==> src/rtl/ttl_serial_parity_tx.sv <==
// Serial frame transmitter: start bit, WIDTH data bits LSB first, generated parity, stop bit.
// Each registered output reflects the state it was computed from, so Q drops one edge after the load edge.
module ttl_serial_parity_tx #(
  parameter int WIDTH      = 8,
  parameter int DELAY_RISE = 0,
  parameter int DELAY_FALL = 0
) (
  input  logic             Clk,
  input  logic             Clear_bar,
  input  logic             Load_bar,
  input  logic             Odd,
  input  logic [WIDTH-1:0] D,
  output logic             Q,
  output logic             Busy,
  output logic             Done,
  output logic             Parity
);

  localparam int CW = $clog2(WIDTH + 1);
  localparam logic [CW-1:0] LAST_BIT = CW'(WIDTH - 1);

  typedef enum logic [2:0] {IDLE, START, DATA, PARITY, STOP} state_t;

  state_t           state;
  logic [WIDTH-1:0] shift;
  logic [CW-1:0]    cnt;
  logic             q_r;
  logic             busy_r;
  logic             done_r;
  logic             parity_r;

  // Even parity is the plain XOR chain; odd parity inverts it.
  function automatic logic gen_parity(input logic [WIDTH-1:0] d, input logic odd);
    return (^d) ^ odd;
  endfunction

  always_ff @(posedge Clk) begin
    if (!Clear_bar) begin
      state    <= IDLE;
      cnt      <= '0;
      q_r      <= 1'b1;
      busy_r   <= 1'b0;
      done_r   <= 1'b0;
      parity_r <= 1'b0;
    end else begin
      case (state)
        IDLE: begin
          q_r    <= 1'b1;
          busy_r <= 1'b0;
          done_r <= 1'b0;
          if (!Load_bar) begin
            shift    <= D;
            parity_r <= gen_parity(D, Odd);
            state    <= START;
          end
        end
        START: begin
          q_r    <= 1'b0;
          busy_r <= 1'b1;
          done_r <= 1'b0;
          cnt    <= '0;
          state  <= DATA;
        end
        DATA: begin
          q_r    <= shift[0];
          busy_r <= 1'b1;
          done_r <= 1'b0;
          shift  <= shift >> 1;
          if (cnt == LAST_BIT) begin
            state <= PARITY;
          end else begin
            cnt <= cnt + CW'(1);
          end
        end
        PARITY: begin
          q_r    <= parity_r;
          busy_r <= 1'b1;
          done_r <= 1'b0;
          state  <= STOP;
        end
        STOP: begin
          q_r    <= 1'b1;
          busy_r <= 1'b1;
          done_r <= 1'b1;
          // A load on the stop edge chains the next frame with no idle gap.
          if (!Load_bar) begin
            shift    <= D;
            parity_r <= gen_parity(D, Odd);
            state    <= START;
          end else begin
            state <= IDLE;
          end
        end
        default: state <= IDLE;
      endcase
    end
  end

  assign #(q_r      ? DELAY_RISE : DELAY_FALL) Q      = q_r;
  assign #(busy_r   ? DELAY_RISE : DELAY_FALL) Busy   = busy_r;
  assign #(done_r   ? DELAY_RISE : DELAY_FALL) Done   = done_r;
  assign #(parity_r ? DELAY_RISE : DELAY_FALL) Parity = parity_r;

endmodule

==> config.mk <==
export PLATFORM = sky130hd
export DESIGN_NAME = ttl_serial_parity_tx
export DESIGN_NICKNAME = d
export VERILOG_FILES = /design/src/rtl/ttl_serial_parity_tx.sv
export SDC_FILE = /design/constraint.sdc
export NUM_CORES = 1
export LEC_CHECK = 0
export ABC_CLOCK_PERIOD_IN_PS = 1500
export BUFFER_PORTS_ARGS = -buffer_cell sky130_fd_sc_hd__clkbuf_2
export CAP_MARGIN = 20
export CORE_MARGIN = 1
export CORE_UTILIZATION = 48
export DETAILED_ROUTE_END_ITERATION = 8
export PLACE_DENSITY = 0.81
export SYNTH_ARGS = -nofsm -noshare
export SYNTH_HDL_FRONTEND = slang
export SYNTH_SLANG_ARGS = --single-unit --ignore-timing --ignore-initial --compat-mode --unroll-limit 50000
==> constraint.sdc <==
create_clock -name Clk -period 1.5 [get_ports Clk]
set_input_delay 0.375 -clock Clk [delete_from_list [all_inputs] [get_ports Clk]]
set_output_delay 0.375 -clock Clk [all_outputs]
set_load 0.1 [all_outputs]
==> results of run 1 <==
==> per-layer routing <==
layer / track usage / vias to the layer above / wire length [um]
met5: 0 / - / 0
met4: 0.08235 / 0 / 34
met3: 0.08627 / 7 / 65
met2: 0.3915 / 14 / 1075
met1: 0.2340 / 355 / 762
li1: - / 369 / -
==> through the flow <==
stage                     hold slack [ps]  utilization
final                               361.8       0.6414
after global routing                356.5       0.6414
after CTS                           361.8       0.6351
after detailed placement            460.8       0.6182
after global placement              446.1       0.6182
after floorplan                     465.7            -
==> cell families (layout without fill, tap and decap cells) <==
| kind of cell | count (synthesis) | count (layout) | share of synthesized area |
|---|---|---|---|
| and+or+nand+nor | 31 | 31 | 0.1931 |
| AOI/OAI and AO/OA | 20 | 20 | 0.1291 |
| xor gates and xnor gates | 6 | 6 | 0.07057 |
| muxes | 7 | 7 | 0.08389 |
| DFF | 19 | 19 | 0.4900 |
| adders and majority gates | 1 | 1 | 0.01331 |
| buffers and inverters | 5 | 26 | 0.01996 |
==> flip-flops by register name, indices dropped and copies added, names as in the netlist <==
name and flops:
Q 1, cnt 4, shift 8, Parity 1, Busy 1, Done 1, state 3
==> report_power, final <==
group	switching, mW	internal, mW
Combinational	0.151	0.118
Sequential	0.0232	0.575
Clock	0.175	0.102
Total	0.349	0.795
==> cell type report <==
cell class,instances,share of cell area
inverter,1,0.003282
timing repair buffer,21,0.1247
tap,25,0.02735
clock buffer,3,0.01969
sequential,19,0.4026
clock inverter,1,0.006565
multi-input combinational,65,0.4158
==> cells in the mapped netlist <==
master	instances
a21boi_0	2
a21oi_1	5
a31oi_1	2
and2_1	1
and3_1	1
and3b_1	1
clkbuf_1	4
dfxtp_1	11
edfxtp_1	8
ha_1	1
inv_1	1
mux2_2	7
nand2_1	4
nand2b_1	5
nand3_1	1
nand4_1	2
nand4b_1	1
nor2_1	3
nor2_2	1
nor2b_1	3
nor3_1	2
nor3b_1	1
nor4_1	1
o2111ai_1	1
o211a_1	1
o21a_1	2
o21ai_0	7
or2_2	2
or3_1	1
or3b_1	1
xnor2_1	4
xnor3_1	1
xor2_1	1
==> worst max-delay path by stage <==
| stage | to | slack [ps] | cells past startpoint |
|---|---|---|---|
| after global routing | cnt[3] | 10 | 5 |
| after global placement | Parity | -80 | 5 |
| after detailed placement | Parity | -170 | 5 |
| after CTS | cnt[3] | 50 | 5 |
| after floorplan | Parity | 50 | 4 |
| final | cnt[3] | 80 | 5 |
==> timing repair <==
item / 4_1_cts / 5_1_grt
resized for setup: 0 / 3
hold buffers: 0 / 0
endpoints found under the setup margin: 0 / 8
setup buffers: 0 / 0
==> impl_results.md, run 1 <==
* Status: finished clean
* Slew Viols, Final at 0
* Post-synth top area share at 0.2557
* Setup crit start kind: flop
* Final hold vios at 0
* FF-to-FF Start: cnt[1]
* GP Congestion at 0.7945
* Vias post-DR at 745
* Mean post-synth cell area at 10.56 um^2
* Hold path start: D[7]
* Setup Crit Path Kind: flop to flop
* Critical path startpoint: cnt[1]
* # fillers at 145
* CTS Sinks at 19
* Final WS setup at 76.61 ps
* Synth Net Count at 102
* WL/cell at 14.36 um
* GRT Residual Overflow at 0
* # IOs at 16
* Place WS at -172.1 ps
* Footprint of the multi-input gates at 475.5 um^2
* Layout cells sized above 1 at 0.3455
* Largest net degree at the start of global routing at 15
* Initial core utilization at 0.5270
* Total Die Area at 2139 um^2
* Synth unique cells at 33
* Post-Route Setup TNS at 0 ps
* Initial DRC Count at 13
* CP max FO at 3
* Non-Filler Instances at 135
* Crit path time final at 1423 ps
* FP Rows at 15
* Total GRT Usage at 0.2211
* Root Driver: clkbuf_4
* Peak VDD IR at 756.6 uV
* Leakage at 0.4549 nW
* First-pass GRT wire length at 3.105 mm
* Hold path depth at 2
* Vias in the first global route at 684
* Core Box Area at 1783 um^2
* Post-synthesis sequential area ratio at 0.4900
* Top cells by area, synth: edfxtp_1 26%, dfxtp_1 23%, mux2_2 8.4%
* DR vias/cell at 5.519
* Gate Count Post-Synth at 89
* Critical path capture point type: flop
* Yosys warns at 0
* Crit-path leading delay family: simple AND/OR/NAND/NOR gates
* CP Data Required Time at 1750 ps
* Synth-to-layout area growth at 21.70%
* Slowest cell on crit path: dfxtp_1
* FF-to-FF setup slack at 80 ps
* Tightest Pin Transition at 399.7 ps
* Drt pass-1 iters at 3
* Tot Pwr at 1.144 mW
* Final Net Count at 124
* FF-to-FF End: cnt[3]
* ANT nets after route at 0
* Number of cells after detailed placement at 131
* DP Wirelength at 1.488 mm
* Post-route DRC at 0
* Period utilization at 0.9489
* Register bit total from synthesis at 19
* Initial antenna violation count at 0
* Setup Viol. Count Final at 0
* Worst reg-to-reg path cell count at 5
* Clk_lat worst skew at 310 ps
* Buf/Inv on CP at 0
* PortBufs at 15
* Fin area at 1144 um^2
* Clock H-tree levels at 1
* RSZ-0062 raised after global routing: false
* Cells along the critical path: ha_2 -> and3b_1 -> o21a_1 -> or3_1 -> a21oi_2
* Critical Path AT at 1670 ps
* Clock Tree Buf Depth at 2
* CTS tree: yes
* Die X at 46.25 um
* Hold WC Path Type: input pin to flop
* Reg area at 460.4 um^2
* Post-Route WL at 1.938 mm
* Commonest non-fill, non-tap cells in the layout: 11 x dfxtp_1, 11 x clkbuf_2, 9 x buf_4, 8 x edfxtp_1
* Clk_skew at 10.84 ps
* Power Density at 1001 nW/um^2
* Fmax at 702.5 MHz
* Relative slew slack at 0.7315
* Cell Area, Placed at 1102 um^2
* # diodes at 0
* Reg clk slew, reported paths at 120 ps
* Die Height at 46.25 um
* TritonCTS Buffers at 3
* Cell area after synthesis at 939.7 um^2
* Hold endpoint: shift[7]
* Max-cap viol count at 0
* Max stage delay on crit path at 350 ps
* Synth area leader: edfxtp_1
No activity file was read; power rests on OpenSTA's default activity.
==> run 2, diff against run 1 <==
--- a/config.mk
+++ b/config.mk
@@ -12,6 +12,7 @@
 export CORE_UTILIZATION = 48
 export DETAILED_ROUTE_END_ITERATION = 8
 export PLACE_DENSITY = 0.81
+export SETUP_SLACK_MARGIN = 0.5
 export SYNTH_ARGS = -nofsm -noshare
 export SYNTH_HDL_FRONTEND = slang
 export SYNTH_SLANG_ARGS = --single-unit --ignore-timing --ignore-initial --compat-mode --unroll-limit 50000
==> run 2 against run 1 <==
Compared with the run above: non-clock buffer count grew 13; sequential cell count is the same; register-to-register slack gained 20 ps; worst setup slack gained 19 ps; combinational power grew 57%; die area is the same; sequential power is essentially flat; sequential share of layout area shrank 7.9 points; design area grew 32%; critical path depth is the same; routed wire length grew 34%; first-iteration DRC count shrank 69%; critical path type unchanged.
==> impl_results.md, run 2 (synthesis results as in run 1) <==
* Status: finished clean
* Die X at 46.25 um (unchanged)
* Max reg flops at 8 (unchanged)
* Post-route DRC at 0 (unchanged)
* Layout cells sized above 1 at 0.5772 (+0.2318)
* Hold_buf cts at 0 (unchanged)
* CTS Sinks at 19 (unchanged)
* Footprint of the multi-input gates at 604.3 um^2 (+27%)
* Core Box Area at 1783 um^2 (unchanged)
* Setup crit start kind: flop
* Largest regs: shift x8, cnt x4, state x3
* Reg clk slew, reported paths at 120 ps (about the same)
* Setup Crit Path Kind: flop to flop
* FP Rows at 15 (unchanged)
* # diodes at 0 (unchanged)
* Synth-to-layout area growth at 60.72%
* RSZ-0062 raised after global routing: true
* Tightest Pin Transition at 288.9 ps (-110.8 ps)
* # IOs at 16 (unchanged)
* TritonCTS Buffers at 3 (unchanged)
* Fmax at 712.0 MHz (+1.3%)
* Die Height at 46.25 um (unchanged)
* Largest net degree at the start of global routing at 11 (-4)
* Slowest cell on crit path: dfxtp_4
* Slew Viols, Final at 0 (unchanged)
* Relative slew slack at 0.8069 (+0.07546)
* Critical path capture point type: flop
* Initial core utilization at 0.5270 (unchanged)
* Post-Route WL at 2.589 mm (+34%)
* Initial DRC Count at 4 (-9)
* DR vias/cell at 5.459 (-1.1%)
* Leakage at 0.6209 nW (+37%)
* Initial antenna violation count at 0 (unchanged)
* Vias post-DR at 808 (+8.5%)
* GRT Residual Overflow at 0 (unchanged)
* GR Util met1 at 0.3390 (+0.1050)
* Commonest non-fill, non-tap cells in the layout: 11 x buf_4, 9 x clkbuf_2, 8 x edfxtp_1, 7 x dfxtp_4, 7 x mux2_4
* Max stage delay on crit path at 370 ps (+20 ps)
* Clock Tree Buf Depth at 2 (unchanged)
* Biggest register: shift
* Max-cap viol count at 0 (unchanged)
* Clk_skew at 9.689 ps (-1.155 ps)
* # fillers at 97 (-33%)
* Vias in the first global route at 831 (+21%)
* CP max FO at 3 (unchanged)
* Most common cell after layout, fill and taps aside: buf_4
* Clk_lat worst skew at 310 ps (about the same)
* Total GRT Usage at 0.2767 (+0.05560)
* Clock H-tree levels at 1 (unchanged)
* M2 GR Usage at 0.4704 (+0.07887)
* PortBufs at 15 (unchanged)
* Cells along the critical path: ha_4 -> and3b_2 -> o21a_1 -> or3_1 -> a21oi_2
* Cell Area, Placed at 1144 um^2 (+3.7%)
* WL/cell at 17.49 um (+22%)
* Reg area at 489.2 um^2 (+6.2%)
* Crit path time final at 1404 ps (-18.93 ps)
* Fin area at 1510 um^2 (+32%)
* Critical Path AT at 1650 ps (-20 ps)
* Power Density at 860.8 nW/um^2 (-14%)
* CTS tree: yes
* Drt pass-1 iters at 4 (+1)
* CP Data Required Time at 1750 ps (about the same)
* First-pass GRT wire length at 3.946 mm (+27%)
* Period utilization at 0.9363 (-0.01262)
* Final Net Count at 137 (+10%)
* Peak VDD IR at 649.8 uV (-14%)
* ANT nets after route at 0 (unchanged)
* Hold WC Path Type: input pin to flop
* Final core occ at 0.8470 (+0.2056)
* Setup Viol. Count Final at 0 (unchanged)
* Top Usage Layer GRT: met2
* DP Wirelength at 1.317 mm (-12%)
* Total Die Area at 2139 um^2 (unchanged)
* Root Driver: clkbuf_4
* Met3 Usage GRT at 0.03529 (-0.05098)
* Final hold vios at 0 (unchanged)
* GP Congestion at 0.7836 (-1.4%)
==> run 2: cell count changes in the layout (fill, tap and decap cells not counted), sizes merged <==
cell and change:
buf +14, clkinvlp -1
==> run 2: final timing paths <==
kind           from       end  slack (ps)  cells after the start
max          cnt[0]    cnt[3]         100                      5
min            D[0]  shift[0]         380                      2
max reg2reg  cnt[0]    cnt[3]         100                      5
min reg2reg    Busy      Busy         510                      2
==> run 2: routing by layer <==
layer / up-vias / part of all wire
met5: - / 0
met4: 0 / 0.041
met3: 11 / 0.028
met2: 23 / 0.50
met1: 379 / 0.43
li1: 395 / -
==> run 2: final cells by class <==
type / instances / share of cell area
flip-flops and latches: 19 / 0.3239
clock buffers: 4 / 0.01740
repair buffers: 34 / 0.2353
multi-input cells: 65 / 0.4002
well taps: 25 / 0.02071
inverters: 1 / 0.002485
==> run 2: worst max-delay path, delay by kind of cell (launching register included) <==
kind / cells / cell delay [ps]
DFF: 1 / 370
adders and majority gates: 1 / 160
and+or+nand+nor: 2 / 520
AOI/OAI and AO/OA: 2 / 300
==> run 2: metrics by stage <==
stage	std cells	hold WS [ps]	total power, mW	setup TNS [ps]	worst slack [ps]
4_1_cts	146	394.2	1.255	0	93.87
6_report	148	377.0	1.300	0	95.54
3_5_place_dp	127	462.3	0.8800	-142.6	-142.6
2_1_floorplan	89	468.7	0.8256	0	85.47
5_1_grt	148	380.2	1.341	0	56.25
3_3_place_gp	127	462.9	0.8703	-83.00	-83.00
==> run 2: where the power goes <==
group	leakage (nW)	internal, mW	total, mW	switching (mW)
Combinational	0.436	0.229	0.423	0.195
Clock	0.0150	0.104	0.276	0.172
Sequential	0.169	0.573	0.601	0.0278
Total	0.621	0.906	1.30	0.394
==> run 2: timing repair <==
action,4_1_cts,5_1_grt
pin swaps,7,9
hold endpoints to repair,0,0
setup endpoints to repair,30,30
resized for setup,36,14
buffers inserted,14,2
gates cloned,1,0
==> run 3, diff against run 2 <==
--- a/config.mk
+++ b/config.mk
@@ -5,7 +5,7 @@
 export SDC_FILE = /design/constraint.sdc
 export NUM_CORES = 1
 export LEC_CHECK = 0
-export ABC_CLOCK_PERIOD_IN_PS = 1500
+export ABC_CLOCK_PERIOD_IN_PS = 1200
 export BUFFER_PORTS_ARGS = -buffer_cell sky130_fd_sc_hd__clkbuf_2
 export CAP_MARGIN = 20
 export CORE_MARGIN = 1
==> constraint.sdc (replaced) <==
create_clock -name Clk -period 1.2 [get_ports Clk]
set_input_delay 0.3 -clock Clk [delete_from_list [all_inputs] [get_ports Clk]]
set_output_delay 0.3 -clock Clk [all_outputs]
set_load 0.1 [all_outputs]
==> run 3 against run 2 <==
Compared with the run above: the run now ends with negative setup slack left; die area did not move; sequential cell count is the same; non-clock buffer count is 7 higher; sequential power grew 26%; clock-buffer cell count is 1 lower; sequential share of layout area is 1.6 points lower; cell count up 4.7%.
==> impl_results.md, run 3 (synthesis results as in run 1) <==
* Tot Pwr at 1.640 mW (+26%)
* Fmax at 702.3 MHz (-1.4%)
* Post-Route WL at 2.893 mm (+12%)
* Cells along the critical path: ha_4 -> and3b_2 -> o21a_1 -> or3_1 -> a21oi_2
* Die X at 46.25 um (unchanged)
* Slew Viols, Final at 0 (unchanged)
* Vias in the first global route at 851 (+2.4%)
* Die Height at 46.25 um (unchanged)
* Leakage at 0.6644 nW (+7.0%)
* Clk_skew at 1.438 ps (-8.251 ps)
* CTS Sinks at 19 (unchanged)
* Period utilization at 1.187 (+0.2502)
* Clock Tree Buf Depth at 2 (unchanged)
* Power Density at 1033 nW/um^2 (+20%)
* Final Net Count at 144 (+5.1%)
* Layout cells sized above 1 at 0.6538 (+0.07661)
* # diodes at 0 (unchanged)
* Setup Crit Path Kind: flop to flop
* Biggest register: shift
* Status: complete, but fails checks
* CP max FO at 3 (unchanged)
* # fillers at 72 (-26%)
* Largest net degree at the start of global routing at 12 (+1)
* First-pass GRT wire length at 3.870 mm (-1.9%)
* Reg clk slew, reported paths at 110 ps (about the same)
* Total Die Area at 2139 um^2 (unchanged)
* Critical path capture point type: flop
* Hold WC Path Type: input pin to flop
* DR vias/cell at 5.684 (+4.1%)
* GP Congestion at 0.7975 (+1.8%)
* # IOs at 16 (unchanged)
* Max-cap viol count at 0 (unchanged)
* M2 GR Usage at 0.4930 (+0.02254)
* Crit-path leading delay family: simple AND/OR/NAND/NOR gates
* Peak VDD IR at 1003 uV (+54%)
* Commonest non-fill, non-tap cells in the layout: 17 x buf_4, 9 x clkbuf_2, 8 x buf_6, 8 x edfxtp_1
* DP Wirelength at 1.484 mm (+13%)
* FP Rows at 15 (unchanged)
* Hold slack at 299.4 ps (-77.52 ps)
* Slowest cell on crit path: dfxtp_2
* CP Data Required Time at 1440 ps (-310 ps)
* Post-route DRC at 0 (unchanged)
* GRT Residual Overflow at 0 (unchanged)
* Max stage delay on crit path at 360 ps (about the same)
* Drt pass-1 iters at 4 (unchanged)
* Initial antenna violation count at 0 (unchanged)
* Root Driver: clkbuf_4
* Most common cell after layout, fill and taps aside: buf_4
* Final hold vios at 0 (unchanged)
* Clock H-tree levels at 1 (unchanged)
* RSZ-0062 raised after global routing: true
* Post-Route Setup TNS at -1487 ps (-1487 ps)
* Relative slew slack at 0.7833 (-0.02364)
* Largest regs: shift x8, cnt x4, state x3
* Synth-to-layout area growth at 68.97%
* Final core occ at 0.8905 (+0.04351)
* Tightest Pin Transition at 322.6 ps (+33.63 ps)
* Buf/Inv on CP at 0 (unchanged)
* Max reg flops at 8 (unchanged)
* Total GRT Usage at 0.2684 (-0.008382)
* Setup Viol. Count Final at 19 (+19)
* WL/cell at 18.66 um (+6.7%)
* Met3 Usage GRT at 0.04706 (+0.01176)
* Clk_lat worst skew at 300 ps (about the same)
* CTS tree: yes
* Setup crit start kind: flop
* Crit path time final at 1424 ps (+19.37 ps)
* Failing checks: negative setup slack
* Initial DRC Count at 26 (+22)
* PortBufs at 15 (unchanged)
* Critical Path AT at 1670 ps (+20 ps)
* Top Usage Layer GRT: met2
* Initial core utilization at 0.5270 (unchanged)
* Final WS setup at -223.8 ps (-319.4 ps)
* ANT nets after route at 0 (unchanged)
* Vias post-DR at 881 (+9.0%)
* GR Util met1 at 0.3114 (-0.02759)
* TritonCTS Buffers at 3 (unchanged)
* Core Box Area at 1783 um^2 (unchanged)
* Place WS at -388.0 ps (-245.4 ps)
[run 3: changes by cell type in the layout (fill, tap and decap cells not counted), sizes merged]
cell	previous run	this run
buf	24	32
clkbuf	14	12
clkinv	0	1
[run 3: repair_timing]
action                     in CTS  in global routing
hold buffers                    0                  0
setup buffers                   8                  1
setup endpoints to repair      31                 31
gates resized for setup        16                 14
pin swaps                       8                 11
[run 3: where the power goes]
part	internal (mW)	switching, mW
combinational	0.295	0.254
clock	0.124	0.211
sequential	0.716	0.0399
total	1.14	0.505
[run 3: final timing paths]
path	start	endpoint	slack (ps)	cells past startpoint
min reg2reg	Busy	Busy	490	2
min	D[0]	shift[0]	300	2
max	cnt[0]	cnt[3]	-220	5
max reg2reg	cnt[0]	cnt[3]	-220	5
[run 3: layout make-up]
| type | count | area (um^2) | area share |
|---|---|---|---|
| clock inverters | 1 | 5.005 | 0.003152 |
| repair buffers | 41 | 397.9 | 0.2506 |
| inverters | 1 | 3.754 | 0.002364 |
| multi-input cells | 65 | 638.1 | 0.4019 |
| clock buffers | 3 | 22.52 | 0.01418 |
| well taps | 25 | 31.28 | 0.01970 |
| flip-flops and latches | 19 | 489.2 | 0.3081 |
[run 3: layer usage]
layer  up-vias  part of all wire
met1       431              0.39
met2        32              0.54
met4         0             0.028
li1        408                 -
met5         -                 0
met3        10             0.046
[run 3: through the flow]
stage | instances | instance area, um^2
after floorplan | 89 | 1110
after global placement | 142 | 1358
after detailed placement | 142 | 1358
after CTS | 154 | 1539
after global routing | 155 | 1588
final | 155 | 1588
